`src/rtl/pcm_playout_ctr.sv`:
```
`timescale 1ns/1ps
// pcm_playout_ctr
// Reads one PCM frame per frame-rate tick out of a ring buffer, one channel per
// bit clock. Each complete frame is presented as a single wide word with a
// one-cycle valid pulse. If the buffer is empty when the tick arrives, an
// underrun frame is presented instead and counted.
//
// Ports:
//   BIT_CLOCK_I            sole clock, rising edge
//   AC97_RESETN_I          asynchronous active-low reset
//   SAMPLE_FREQUENCY_I     selects DIV0..DIV3 bit clocks per frame
//   PCM_READ_ADVANCE_EN_I  allow the read pointer to step after a frame
//   PCM_WRITE_ADDRESS_I    producer pointer (next frame to be written)
//   PCM_READ_ADDRESS_O     frame address being played
//   PCM_READ_CH_O          channel index of the current buffer read
//   PCM_DATA_I             buffer data for the address/channel issued on the previous edge
//   FRAME_VALID_O          one-cycle pulse, new frame on FRAME_DATA_O
//   FRAME_DATA_O           channel c in bits [c*SAMPLE_W +: SAMPLE_W]
//   UNDERRUN_O             pulse alongside FRAME_VALID_O for an underrun frame
//   UNDERRUN_COUNT_O       saturating count of underrun frames
//
// Build option: define PCM_UNDERRUN_REPEAT_EN to make an underrun frame repeat
// the previous FRAME_DATA_O; by default an underrun frame is all zeros.
//
// Parameters must satisfy NUM_CH+2 < min(DIV0..DIV3), so a frame fetch always
// finishes before the next tick.
module pcm_playout_ctr #(
  parameter int NUM_CH   = 2,
  parameter int SAMPLE_W = 16,
  parameter int ADDR_W   = 9,
  parameter int DIV0     = 256,
  parameter int DIV1     = 279,
  parameter int DIV2     = 384,
  parameter int DIV3     = 512
) (
  input  logic                         BIT_CLOCK_I,
  input  logic                         AC97_RESETN_I,
  input  logic [1:0]                   SAMPLE_FREQUENCY_I,
  input  logic                         PCM_READ_ADVANCE_EN_I,
  input  logic [ADDR_W-1:0]            PCM_WRITE_ADDRESS_I,
  output logic [ADDR_W-1:0]            PCM_READ_ADDRESS_O,
  output logic [2:0]                   PCM_READ_CH_O,
  input  logic [SAMPLE_W-1:0]          PCM_DATA_I,
  output logic                         FRAME_VALID_O,
  output logic [NUM_CH*SAMPLE_W-1:0]   FRAME_DATA_O,
  output logic                         UNDERRUN_O,
  output logic [15:0]                  UNDERRUN_COUNT_O
);

  typedef enum logic [1:0] {IDLE, FETCH, LAST, PRESENT} state_t;

  state_t                       state, next_state;
  logic [15:0]                  div_cnt;
  logic [15:0]                  div_len;
  logic [15:0]                  sel_len;
  logic                         tick;
  logic                         empty;
  logic                         underrun_frame;
  logic [NUM_CH*SAMPLE_W-1:0]   stage;

  // ---------------------------------------------------------------------------
  // Frame-rate divider. The period length is only re-sampled at the wrap, so a
  // rate change mid-period never produces a short or long frame.
  // ---------------------------------------------------------------------------
  always_comb begin
    // NOTE: every combinational output gets a default before the case, so no
    // path can leave it unassigned and infer a latch.
    sel_len = 16'(DIV0);
    case (SAMPLE_FREQUENCY_I)
      2'd1:    sel_len = 16'(DIV1);
      2'd2:    sel_len = 16'(DIV2);
      2'd3:    sel_len = 16'(DIV3);
      default: sel_len = 16'(DIV0);
    endcase
  end

  // Counter is 0 straight out of reset, so the first tick lands on the first
  // rising edge after release.
  assign tick  = (div_cnt == 16'd0);
  assign empty = (PCM_READ_ADDRESS_O == PCM_WRITE_ADDRESS_I);

  always_ff @(posedge BIT_CLOCK_I or negedge AC97_RESETN_I) begin
    // NOTE: sequential state uses non-blocking assignments only, so every
    // register samples pre-edge values regardless of statement order.
    if (!AC97_RESETN_I) begin
      div_cnt <= 16'd0;
      div_len <= 16'(DIV0);
    end else if (div_cnt == div_len - 16'd1) begin
      div_cnt <= 16'd0;
      div_len <= sel_len;
    end else begin
      div_cnt <= div_cnt + 16'd1;
    end
  end

  // ---------------------------------------------------------------------------
  // Frame FSM. Ticks outside IDLE are simply not looked at.
  // ---------------------------------------------------------------------------
  always_ff @(posedge BIT_CLOCK_I or negedge AC97_RESETN_I) begin
    if (!AC97_RESETN_I) state <= IDLE;
    else                state <= next_state;
  end

  always_comb begin
    next_state = state;
    case (state)
      IDLE: begin
        if (tick) begin
          if (empty)            next_state = PRESENT;
          else if (NUM_CH == 1) next_state = LAST;
          else                  next_state = FETCH;
        end
      end
      // Leaves once the channel about to be issued is the final one.
      FETCH:   if (PCM_READ_CH_O == 3'(NUM_CH - 2)) next_state = LAST;
      LAST:    next_state = PRESENT;
      PRESENT: next_state = IDLE;
      default: next_state = IDLE;
    endcase
  end

  // ---------------------------------------------------------------------------
  // Datapath: channel issue, staging capture, frame presentation, pointers.
  // Data captured on an edge belongs to the channel issued on the edge before.
  // ---------------------------------------------------------------------------
  always_ff @(posedge BIT_CLOCK_I or negedge AC97_RESETN_I) begin
    if (!AC97_RESETN_I) begin
      // NOTE: the staging register is small and must read as zero after reset,
      // so it is reset like any other flop rather than treated as memory.
      PCM_READ_ADDRESS_O <= '0;
      PCM_READ_CH_O      <= 3'd0;
      FRAME_VALID_O      <= 1'b0;
      FRAME_DATA_O       <= '0;
      UNDERRUN_O         <= 1'b0;
      UNDERRUN_COUNT_O   <= 16'd0;
      underrun_frame     <= 1'b0;
      stage              <= '0;
    end else begin
      FRAME_VALID_O <= 1'b0;
      UNDERRUN_O    <= 1'b0;
      case (state)
        IDLE: begin
          if (tick) begin
            PCM_READ_CH_O  <= 3'd0;
            underrun_frame <= empty;
          end
        end
        FETCH: begin
          stage[int'(PCM_READ_CH_O)*SAMPLE_W +: SAMPLE_W] <= PCM_DATA_I;
          PCM_READ_CH_O <= PCM_READ_CH_O + 3'd1;
        end
        LAST: begin
          stage[(NUM_CH-1)*SAMPLE_W +: SAMPLE_W] <= PCM_DATA_I;
          PCM_READ_CH_O <= 3'd0;
        end
        PRESENT: begin
          FRAME_VALID_O <= 1'b1;
          if (underrun_frame) begin
            UNDERRUN_O <= 1'b1;
            if (UNDERRUN_COUNT_O != 16'hFFFF)
              UNDERRUN_COUNT_O <= UNDERRUN_COUNT_O + 16'd1;
`ifdef PCM_UNDERRUN_REPEAT_EN
            // Previous frame stays on FRAME_DATA_O untouched.
`else
            FRAME_DATA_O <= '0;
`endif
          end else begin
            FRAME_DATA_O <= stage;
            if (PCM_READ_ADVANCE_EN_I)
              PCM_READ_ADDRESS_O <= PCM_READ_ADDRESS_O + 1'b1;
          end
        end
        default: ;
      endcase
    end
  end

endmodule

```
`config.mk`:
```
export PLATFORM = sky130hd
export DESIGN_NAME = pcm_playout_ctr
export DESIGN_NICKNAME = d
export VERILOG_FILES = /design/src/rtl/pcm_playout_ctr.sv
export SDC_FILE = /design/constraint.sdc
export NUM_CORES = 1
export LEC_CHECK = 0
export ABC_CLOCK_PERIOD_IN_PS = 7600
export BUFFER_PORTS_ARGS = -buffer_cell sky130_fd_sc_hd__buf_2
export CAP_MARGIN = 20
export CORE_ASPECT_RATIO = 0.7
export CORE_MARGIN = 3
export CORE_UTILIZATION = 41
export DETAILED_ROUTE_END_ITERATION = 7
export GPL_TIMING_DRIVEN = 0
export PLACE_DENSITY = 0.59
export SETUP_SLACK_MARGIN = 0.05
export SYNTH_ARGS = -nofsm -noshare
export SYNTH_HDL_FRONTEND = slang
export SYNTH_SLANG_ARGS = --single-unit
```
`constraint.sdc`:
```
create_clock -name BIT_CLOCK_I -period 7.6 [get_ports BIT_CLOCK_I]
set_input_delay 0.38 -clock BIT_CLOCK_I [delete_from_list [all_inputs] [get_ports BIT_CLOCK_I]]
set_output_delay 0.38 -clock BIT_CLOCK_I [all_outputs]
set_load 0.005 [all_outputs]
```
**Word-level counts from Yosys, hierarchy flattened**

Index checks and enable logic that the tools add are counted.

- Add/sub/neg operators: 6
- $mul: 0
- Div/mod/pow operators: 0
- $lt $le $gt $ge: 0
- Eq/ne operators: 11
- Shifts and indexed selects: 2
- Muxes and demuxes: 14
- Bitwise gates (word level): 1
- Reduce and logical (&&, ||, !) cells: 10

Operator list:

| operator | number |
|---|---|
| 7-bit negator with 33-bit output | 1 |
| 16-bit by 33-bit variable shift with 32-bit output, first input constant | 1 |
| 16-bit by 33-bit variable part select with 32-bit output | 1 |
| 16-bit by 1-bit adder with 16-bit output, second input constant | 2 |
| 32-bit bitwise mux | 1 |
| 32-bit 2-to-1 mux | 1 |
| 16-bit case mux with 2 select lines | 1 |
| 10-bit case mux with 3 select lines | 1 |
| 16-bit equality test | 1 |
| 16-bit zero test | 1 |
| 16-bit 2-to-1 mux | 1 |
| 16-bit != test, second input constant | 1 |
| 16-bit by 1-bit subtractor with 16-bit output, second input constant | 1 |
| 9-bit by 1-bit adder with 9-bit output, second input constant | 1 |
| 9-bit equality test | 1 |
| 3-bit case mux with 3 select lines | 1 |
| 2-bit equality test, second input constant | 4 |
| 2-bit case mux with 4 select lines | 1 |
| 2-bit 2-to-1 mux | 3 |
| 2-bit AND reduction | 3 |
| 3-bit AND reduction | 2 |
| 2-bit by 1-bit equality test with 1-bit output, second input constant | 2 |
| 2-bit != test, second input constant | 2 |
| 3-bit by 1-bit adder with 3-bit output, second input constant | 1 |
| other kinds (7) | 9 |

- Bits in registers: 129
- Bits in latches: 0
- RAM bits: 0
- ROM bits: 0
- Input bits: 30
- Output and inout bits: 62
- Memories: 0

**Depth between registers and ports, before layout**

Gate-level depths: netlist of run 1.

- Depth in word-level cells: 4
- Gate-level depth with buffers: 8

**Worst setup path after synthesis of run 1**

Ideal clock, no wire load.

- Kind: reg-to-reg
- Start point: register PCM_READ_CH_O[0]
- End point: register stage[0]
- Library setup time: 0.125 ns
- Data arrival time: 2.406 ns
- Data required time: 7.475 ns
- Setup slack: 5.069 ns
- Cell stages (with the launch flop): 9
- Path buffers: 2
- Path through: dfrtp_1 inv_1 ha_1 ha_1 or4_1 or4_1 clkbuf_1 buf_2 mux2_2

- Word-level cells in the longest chain between the ends: 3
- Elaborated cells on any way between the ends: 4
- Those cells by class: add/sub (1); shift (2); mux (1)

RTL lines:

| what | RTL line | source |
|---|---|---|
| start, declared | 42 | `output logic [2:0] PCM_READ_CH_O,` |
| start signal, assigned | 150 | `PCM_READ_CH_O <= PCM_READ_CH_O + 3'd1;` |
| 7-bit negator with 33-bit output * | 149 | `stage[int'(PCM_READ_CH_O)*SAMPLE_W +: SAMPLE_W] <= PCM_DATA_I;` |
| 16-bit by 33-bit variable part select with 32-bit output or 16-bit by 33-bit variable shift with 32-bit output (tied branches) | 149 |  |
| 32-bit bitwise mux * | 149 |  |
| end signal, assigned | 137 | `stage <= '0;` |
| end signal, assigned by index | 149 |  |
| end signal, assigned by index | 153 | `stage[(NUM_CH-1)*SAMPLE_W +: SAMPLE_W] <= PCM_DATA_I;` |
| end, declared | 59 | `logic [NUM_CH*SAMPLE_W-1:0] stage;` |

Every way passes the cells marked *; elsewhere a longest branch is shown, timed or not.
A chain may end at the register's enable or synchronous reset.

**Final worst setup path of run 1**

Ends and elaborated chain as after synthesis.

==> results of run 1 <==
==> logic make-up after synthesis <==
kind of cell / share of synthesized area
flops: 0.541
xor+xnor: 0.0808
fa+ha+maj: 0.0323
buf+inv: 0.0515
mux: 0.0533
simple gates: 0.179
compound gates: 0.0621
==> final cells by class <==
cell class	count	area [µm²]
Fill cell	1168	5930
Clock buffer	19	443
Timing Repair Buffer	93	499
Buffer	21	83.8
Sequential cell	117	2930
Tap cell	162	203
Inverter	52	195
Multi-Input combinational cell	333	2210
Clock inverter	12	180
==> metrics by stage <==
stage | std cells | util
floorplan | 523 | -
global route | 809 | 0.532
finish | 809 | 0.532
detailed placement | 777 | 0.482
CTS | 809 | 0.532
global placement | 776 | 0.479
==> worst min-delay path by stage <==
stage | to | from | slack [ps]
CTS | stage[4] | PCM_DATA_I[4] | 220
detailed placement | FRAME_DATA_O[5] | AC97_RESETN_I | 240
floorplan | FRAME_DATA_O[0] | AC97_RESETN_I | 80
finish | stage[4] | PCM_DATA_I[4] | 230
global route | stage[4] | PCM_DATA_I[4] | 220
global placement | stage[20] | stage[20] | 470
==> cells in the mapped netlist (all sizes together) <==
master | number | area, µm²
mux2i | 6 | 60.1
nand4 | 11 | 68.8
clkbuf | 17 | 63.8
or3 | 2 | 12.5
nor4 | 2 | 27.5
nand2b | 5 | 31.3
nor4b | 1 | 8.76
o21ai | 55 | 275
xnor2 | 31 | 272
nor2 | 28 | 105
nand4b | 1 | 8.76
nor2b | 2 | 12.5
nor3b | 1 | 7.51
dfstp | 1 | 26.3
inv | 52 | 195
o32ai | 1 | 8.76
buf | 4 | 20.0
dfrtp | 116 | 2900
ha | 14 | 175
and3 | 7 | 43.8
mux2 | 20 | 229
a31oi | 1 | 6.26
nor3 | 11 | 60.1
nand2 | 53 | 199
a21oi | 3 | 15.0
or2 | 2 | 12.5
a211o | 1 | 8.76
a41o | 1 | 10.0
nand3b | 32 | 240
o22ai | 1 | 12.5
nand3 | 16 | 80.1
and4 | 1 | 8.76
or4b | 1 | 10.0
xor2 | 19 | 166
or4 | 4 | 33.8
==> critical path, stage by stage, from the launching register on <==
cell and delay (ps):
dfrtp_1 440, inv_1 100, ha_1 240, ha_1 290, or4_1 450, or4_1 420, clkbuf_1 250, buf_2 280
mux2_2 290
==> placed cells by master (no fill, tap or decap), types with 19 or more instances in the layout <==
master    count
mux2_2       19
nor2_1       28
buf_2        91
nand2_1      53
o21ai_0      55
xnor2_1      31
dfrtp_1     116
xor2_1       19
nand3b_1     32
inv_1        52
==> routing by layer <==
layer  share of wire  routed length, µm
met5               0                  0
met1            0.51               6310
met3           0.051                631
met2            0.43               5260
met4          0.0090                111
==> power by group through the flow <==
stage	Combinational [mW]	Sequential [mW]	Clock [mW]
final	0.639	0.911	0.842
after CTS	0.650	0.912	0.856
after detailed placement	0.646	0.920	0
after global routing	0.733	0.933	0.883
after floorplan	0.392	0.909	0
after global placement	0.622	0.914	0
==> state kept, by name, summed over array words and instances (netlist names) <==
register	count
FRAME_DATA_O	32
FRAME_VALID_O	1
PCM_READ_ADDRESS_O	9
PCM_READ_CH_O	3
UNDERRUN_COUNT_O	16
UNDERRUN_O	1
div_cnt	16
div_len	4
stage	32
state	2
underrun_frame	1
==> summary.txt, run 1 <==
CTS
  – Worst skew pair latency: 410 ps
  – CTS Buf Count: 17
  – CTS Sinks: 117
  – CTS tree: yes
  – Clock Path Buffers: 2
  – Setup bufs post-CTS: 0
  – Root buf cell: clkbuf_16
  – CTS clk-pin slew, worst paths: 50 ps
  – PostCTS Resize Cnt: 0
  – H-Tree Depth: 4
  – Post-CTS Hold Fix Bufs: 1

Global route
  – GR Util All Layers: 0.180
  – Vias in the first global route: 4110
  – Busiest layer in global routing: met2
  – GR Util met2: 0.261
  – Initial antenna violation count: 0
  – First-pass GRT wire length: 20500 µm
  – Grt ovf: 0
  – GR Util met3: 0.0486
  – GR Util met1: 0.261
  – Largest net degree at the start of global routing: 98

Critical path
  – CP Capture Type: flip-flop
  – Worst Setup EP: stage[0]
  – Critical path origin: PCM_READ_CH_O[0]
  – Reg-to-Reg End: stage[0]
  – RR Startpoint: PCM_READ_CH_O[0]
  – Depth of the most critical reg-to-reg path: 8
  – R2r setup slk: 4710 ps
  – Worst EP required: 7890 ps
  – Arrival time at the worst endpoint: 3170 ps
  – CP startpoint kind: flip-flop
  – Largest fanout on the critical path: 10
  – Worst setup path class: reg2reg

Floorplanning
  – Initial Utilization: 0.427
  – Chip Height: 102 µm
  – Core area: 0.0127 mm²
  – Num ports: 92
  – Die W: 143 µm
  – Die ar.: 0.0147 mm²
  – # rows: 34

Synthesis
  – FF+latch count, synth: 117
  – Register area share after synthesis: 0.541
  – Syn Area/Cell: 10.4 µm²
  – Syn Nets: 567
  – Yosys cell types: 41
  – Mapped cell area: 0.00542 mm²
  – Ys Warns: 0
  – Post-Syn Instances: 523

STA
  – Setup violations, final: 0
  – Setup Skew: 6.85 ps
  – Final setup margin: 4710 ps
  – Final Cycle Share: 0.380
  – RSZ-0062 raised after global routing: false
  – Final Hold Viols: 0
  – WHS: 233 ps
  – Setup Total Neg Slack: 0 ps
  – Worst slew pin tran: 714 ps
  – Max Clk Rate: 346 MHz
  – Min cycle time layout: 2890 ps
  – Slew headroom: 0.520
  – Max-slew violation count: 0

Placed design
  – Pre-CTS setup slack: 4730 ps
  – IO buf count: 91
  – HPWL Detailed: 8830 µm
  – RePlAce Congestion: 0.813
  – Placed Area: 0.00611 mm²

Run status
  – Status: completed

Cells and area
  – Diode count: 0
  – Fraction of layout cells with a size suffix above 1: 0.233
  – Final #Nets: 679
  – Area Overhead vs Synth: 24.5%
  – Final Instance Area: 0.00674 mm²

Power
  – Clock power share: 0.352
  – Sw frac: 0.313
  – Psw: 750 µW
  – P per Cell Area: 355 mW/mm²
  – Sequential Power Share: 0.381
  – Pint: 1.64 mW
  – Overall Power: 2.39 mW
  – Leak pwr: 3.22 nW
  – VDD IR max: 184 µV
  – Combinational power share: 0.267

Routing
  – Number of vias per cell: 5.01
  – Remaining DRCs: 0
  – Total iterations of the first detailed-routing run: 4
  – DR WL/cell: 15.2 µm
  – Final WL: 12300 µm
  – Starting DRT DRC Count: 164
  – Via count: 4055
  – Post-DRT Antenna Nets: 0

Flow run
  – Max Cap Viol: 0

Worst hold path
  – Hold Crit Class: in2reg
  – Depth of the worst hold-timing path: 2
(Power assumes the default switching activity.)
==> run 2: changes to the inputs <==
--- a/config.mk
+++ b/config.mk
@@ -5,7 +5,8 @@
 export SDC_FILE = /design/constraint.sdc
 export NUM_CORES = 1
 export LEC_CHECK = 0
-export ABC_CLOCK_PERIOD_IN_PS = 7600
+export ABC_AREA = 1
+export ABC_CLOCK_PERIOD_IN_PS = 2800
 export BUFFER_PORTS_ARGS = -buffer_cell sky130_fd_sc_hd__buf_2
 export CAP_MARGIN = 20
 export CORE_ASPECT_RATIO = 0.7
==> constraint.sdc (replaced) <==
create_clock -name BIT_CLOCK_I -period 2.8 [get_ports BIT_CLOCK_I]
set_input_delay 0.14 -clock BIT_CLOCK_I [delete_from_list [all_inputs] [get_ports BIT_CLOCK_I]]
set_output_delay 0.14 -clock BIT_CLOCK_I [all_outputs]
set_load 0.005 [all_outputs]
==> summary.txt, run 2 <==
Run status
  – Status: completed (unchanged)

Routing
  – Via count: 4658 (was 4055)
  – Remaining DRCs: 0 (unchanged)
  – Final WL: 13500 µm (was 12300 µm)
  – Total iterations of the first detailed-routing run: 4 (unchanged)
  – DR WL/cell: 13.7 µm (was 15.2 µm)
  – Number of vias per cell: 4.73 (was 5.01)
  – Starting DRT DRC Count: 231 (was 164)
  – Post-DRT Antenna Nets: 0 (unchanged)

Global route
  – Grt ovf: 0 (unchanged)
  – GR Util All Layers: 0.181 (was 0.180)
  – Largest net degree at the start of global routing: 74 (was 98)
  – Vias in the first global route: 4623 (was 4110)
  – Initial antenna violation count: 0 (unchanged)
  – First-pass GRT wire length: 22900 µm (was 20500 µm)

Synthesis
  – Top-count cell post-synth: nand2_1 (was dfrtp_1)
  – FF+latch count, synth: 117 (unchanged)
  – Yosys cell types: 34 (was 41)
  – Post-synth top cells: 121 x nand2_1, 116 x dfrtp_1, 112 x inv_1, 61 x nand3_1, 51 x nor2_1 (was 116 x dfrtp_1, 55 x o21ai_0, 53 x nand2_1, 52 x inv_1, 32 x nand3b_1)
  – Post-Syn Instances: 659 (was 523)
  – Synth Flop Type: dfrtp_1 (unchanged)
  – Synth top area cells: dfrtp_1 50%, nand2_1 7.9%, inv_1 7.3%, nand3_1 5.3%, o21ai_0 4.1% (was dfrtp_1 54%, o21ai_0 5.1%, xnor2_1 5.0%, nand3b_1 4.4%, mux2_2 3.9%)
  – Async S/R FF share, synth: 1.00 (unchanged)
  – Yosys top cell area share: 0.505 (was 0.536)
  – Syn Area/Cell: 8.73 µm² (was 10.4 µm²)
  – Ys Warns: 0 (unchanged)
  – Register area share after synthesis: 0.509 (was 0.541)
  – Leading area contributor after synthesis: dfrtp_1 (unchanged)
  – Post-synth EDFFs: 0 (unchanged)
  – Syn Nets: 703 (was 567)
  – Mapped cell area: 0.00575 mm² (was 0.00542 mm²)

Cells and area
  – Top Registers: FRAME_DATA_O (32), stage (32) (unchanged)
  – Diode count: 0 (unchanged)
  – Fraction of layout cells with a size suffix above 1: 0.215 (was 0.233)
  – Area Overhead vs Synth: 25.6% (was 24.5%)
  – Most common cell after layout, fill and taps aside: nand2_1 (was dfrtp_1)
  – Commonest cells after routing, fill and taps aside: 121 x nand2_1, 116 x dfrtp_1, 112 x inv_1 (was 116 x dfrtp_1, 91 x buf_2, 55 x o21ai_0)
  – Final #Nets: 831 (was 679)
  – Fill cell count: 1250 (was 1168)
  – Final Instance Area: 0.00723 mm² (was 0.00674 mm²)

STA
  – Slew headroom: 0.605 (was 0.520)
  – Setup violations, final: 0 (unchanged)
  – Max-slew violation count: 0 (unchanged)
  – Worst slew pin tran: 592 ps (was 714 ps)
  – Final Cycle Share: 0.813 (was 0.380)
  – Setup Total Neg Slack: 0 ps (unchanged)
  – WHS: 11.5 ps (was 233 ps)
  – RSZ-0062 raised after global routing: false (unchanged)
  – Min cycle time layout: 2280 ps (was 2890 ps)
  – Final Hold Viols: 0 (unchanged)
  – Max Clk Rate: 439 MHz (was 346 MHz)
  – Setup Skew: 9.10 ps (was 6.85 ps)

Critical path
  – R2r setup slk: 520 ps (was 4710 ps)
  – Worst Setup EP: stage[23] (was stage[0])
  – CP Capture Type: flip-flop (unchanged)
  – CP max stage cell: a21oi_1 (was or4_1)
  – CP startpoint kind: flip-flop (unchanged)
  – Reg-to-Reg End: stage[23] (was stage[0])
  – Worst setup path class: reg2reg (unchanged)
  – CP Depth: 7 (was 8)
  – Critical path origin: state[0] (was PCM_READ_CH_O[0])
  – Ordered list of cells on the worst path: inv_1, ha_1, buf_2, inv_1, a21oi_1, clkbuf_1, o21ai_0 (was inv_1, ha_1, ha_1, or4_1, or4_1, clkbuf_1, buf_2, mux2_2)
  – Critical path buffer and inverter count: 4 (was 3)
  – Most common cell on crit path: inv_1
  – CP max stage delay: 480 ps (was 450 ps)
  – Worst EP required: 3070 ps (was 7890 ps)
  – Depth of the most critical reg-to-reg path: 7 (was 8)
  – RR Startpoint: state[0] (was PCM_READ_CH_O[0])
  – Arrival time at the worst endpoint: 2540 ps (was 3170 ps)
  – Largest delay share family, worst path: buffers and inverters (was simple AND/OR/NAND/NOR gates)
  – Largest fanout on the critical path: 10 (unchanged)

Floorplanning
  – Core area: 0.0134 mm² (was 0.0127 mm²)
  – Chip Height: 105 µm (was 102 µm)
  – Die W: 148 µm (was 143 µm)
  – Num ports: 92 (unchanged)
  – # rows: 35 (was 34)
  – Die ar.: 0.0155 mm² (was 0.0147 mm²)
  – Initial Utilization: 0.428 (was 0.427)

CTS
  – CTS Sinks: 117 (unchanged)
  – CTS Buf Count: 17 (unchanged)
  – Worst skew pair latency: 410 ps (about the same)
  – H-Tree Depth: 4 (unchanged)
  – CTS tree: yes (unchanged)
  – CTS clk-pin slew, worst paths: 60 ps (was 50 ps)
  – Root buf cell: clkbuf_16 (unchanged)
  – Clock Path Buffers: 2 (unchanged)
  – PostCTS Resize Cnt: 0 (unchanged)
  – Setup bufs post-CTS: 0 (unchanged)

Power
  – P per Cell Area: 551 mW/mm² (was 355 mW/mm²)
  – Leak pwr: 3.63 nW (was 3.22 nW)
  – VDD IR max: 397 µV (was 184 µV)

Placed design
  – Placed Area: 0.00647 mm² (was 0.00611 mm²)
  – HPWL Detailed: 9790 µm (was 8830 µm)
  – IO buf count: 91 (unchanged)
  – RePlAce Congestion: 0.857 (was 0.813)

Flow run
  – Max Cap Viol: 0 (unchanged)

Worst hold path
  – Hold Crit Class: in2reg (unchanged)
==> run 2: changes by cell type in the layout (fill, tap and decap cells not counted), sizes merged, moves of 16 or more <==
cell	before	now
nand3	16	65
inv	52	117
nor2	28	56
nand2	53	125
nand3b	32	4
dlygate4sd3	1	17
xnor2	31	12
==> run 2: final cells by class <==
| cell class | instances | area, µm² | area share |
|---|---|---|---|
| sequential | 117 | 2930 | 0.405 |
| multi-input combinational | 413 | 2310 | 0.319 |
| timing repair buffer | 109 | 659 | 0.0913 |
| inverter | 114 | 430 | 0.0596 |
| clock buffer | 18 | 429 | 0.0594 |
| tap | 185 | 231 | 0.0320 |
| clock inverter | 14 | 153 | 0.0211 |
| buffer | 15 | 85.1 | 0.0118 |
==> run 2: routing by layer <==
metal,part of all wire,global-route usage
met3,0.044,0.0394
met4,0.011,0.0578
met1,0.49,0.258
met2,0.46,0.276
met5,0,0
==> run 2: worst min-delay path by stage <==
stage,from,to,slack (ps),depth (start not counted)
3_3_place_gp,PCM_DATA_I[0],stage[0],390,2
3_5_place_dp,AC97_RESETN_I,div_len[9],100,1
2_1_floorplan,AC97_RESETN_I,FRAME_DATA_O[0],-160,0
5_1_grt,SAMPLE_FREQUENCY_I[0],div_len[7],50,3
4_1_cts,SAMPLE_FREQUENCY_I[0],div_len[4],5,3
6_report,SAMPLE_FREQUENCY_I[0],div_len[4],10,3
==> run 2: worst register-to-register path, delay by kind of cell, from the launching register on <==
family / cells / cell delay (ps)
adder cells (fa/ha/maj): 1 / 280
AO/OA/AOI/OAI: 2 / 640
buffers and inverters: 4 / 810
flip-flops: 1 / 410
==> run 2: report_power, final <==
group	total [mW]	internal [mW]	switching, mW
registers	1.72	1.72	0.00902
clock network	2.14	1.32	0.821
logic	0.117	0.0539	0.0629
==> run 2: repair_timing <==
action                                  in CTS  in global routing
endpoints found under the setup margin       0                  0
endpoints found under the hold margin       70                  0
hold buffers                                17                  0
==> run 2: logic make-up after synthesis <==
kind of cell             count (synthesis)  share of synthesized area
flip-flops                             117                      0.509
multiplexers                            16                     0.0313
AND/OR/NAND/NOR                        275                      0.217
adder cells (fa/ha/maj)                 14                     0.0304
buffers and inverters                  129                     0.0896
XOR/XNOR                                33                     0.0502
AO/OA/AOI/OAI                           75                     0.0726
==> run 2: stage by stage <==
step           instances  setup WS [ps]  total power, mW   util
2_1_floorplan        659            909             1.78      -
3_3_place_gp         935            141             1.85  0.479
5_1_grt              985            354             4.11  0.537
6_report             985            524             3.98  0.537
3_5_place_dp         936            569             1.86  0.482
4_1_cts              985            528             4.02  0.537
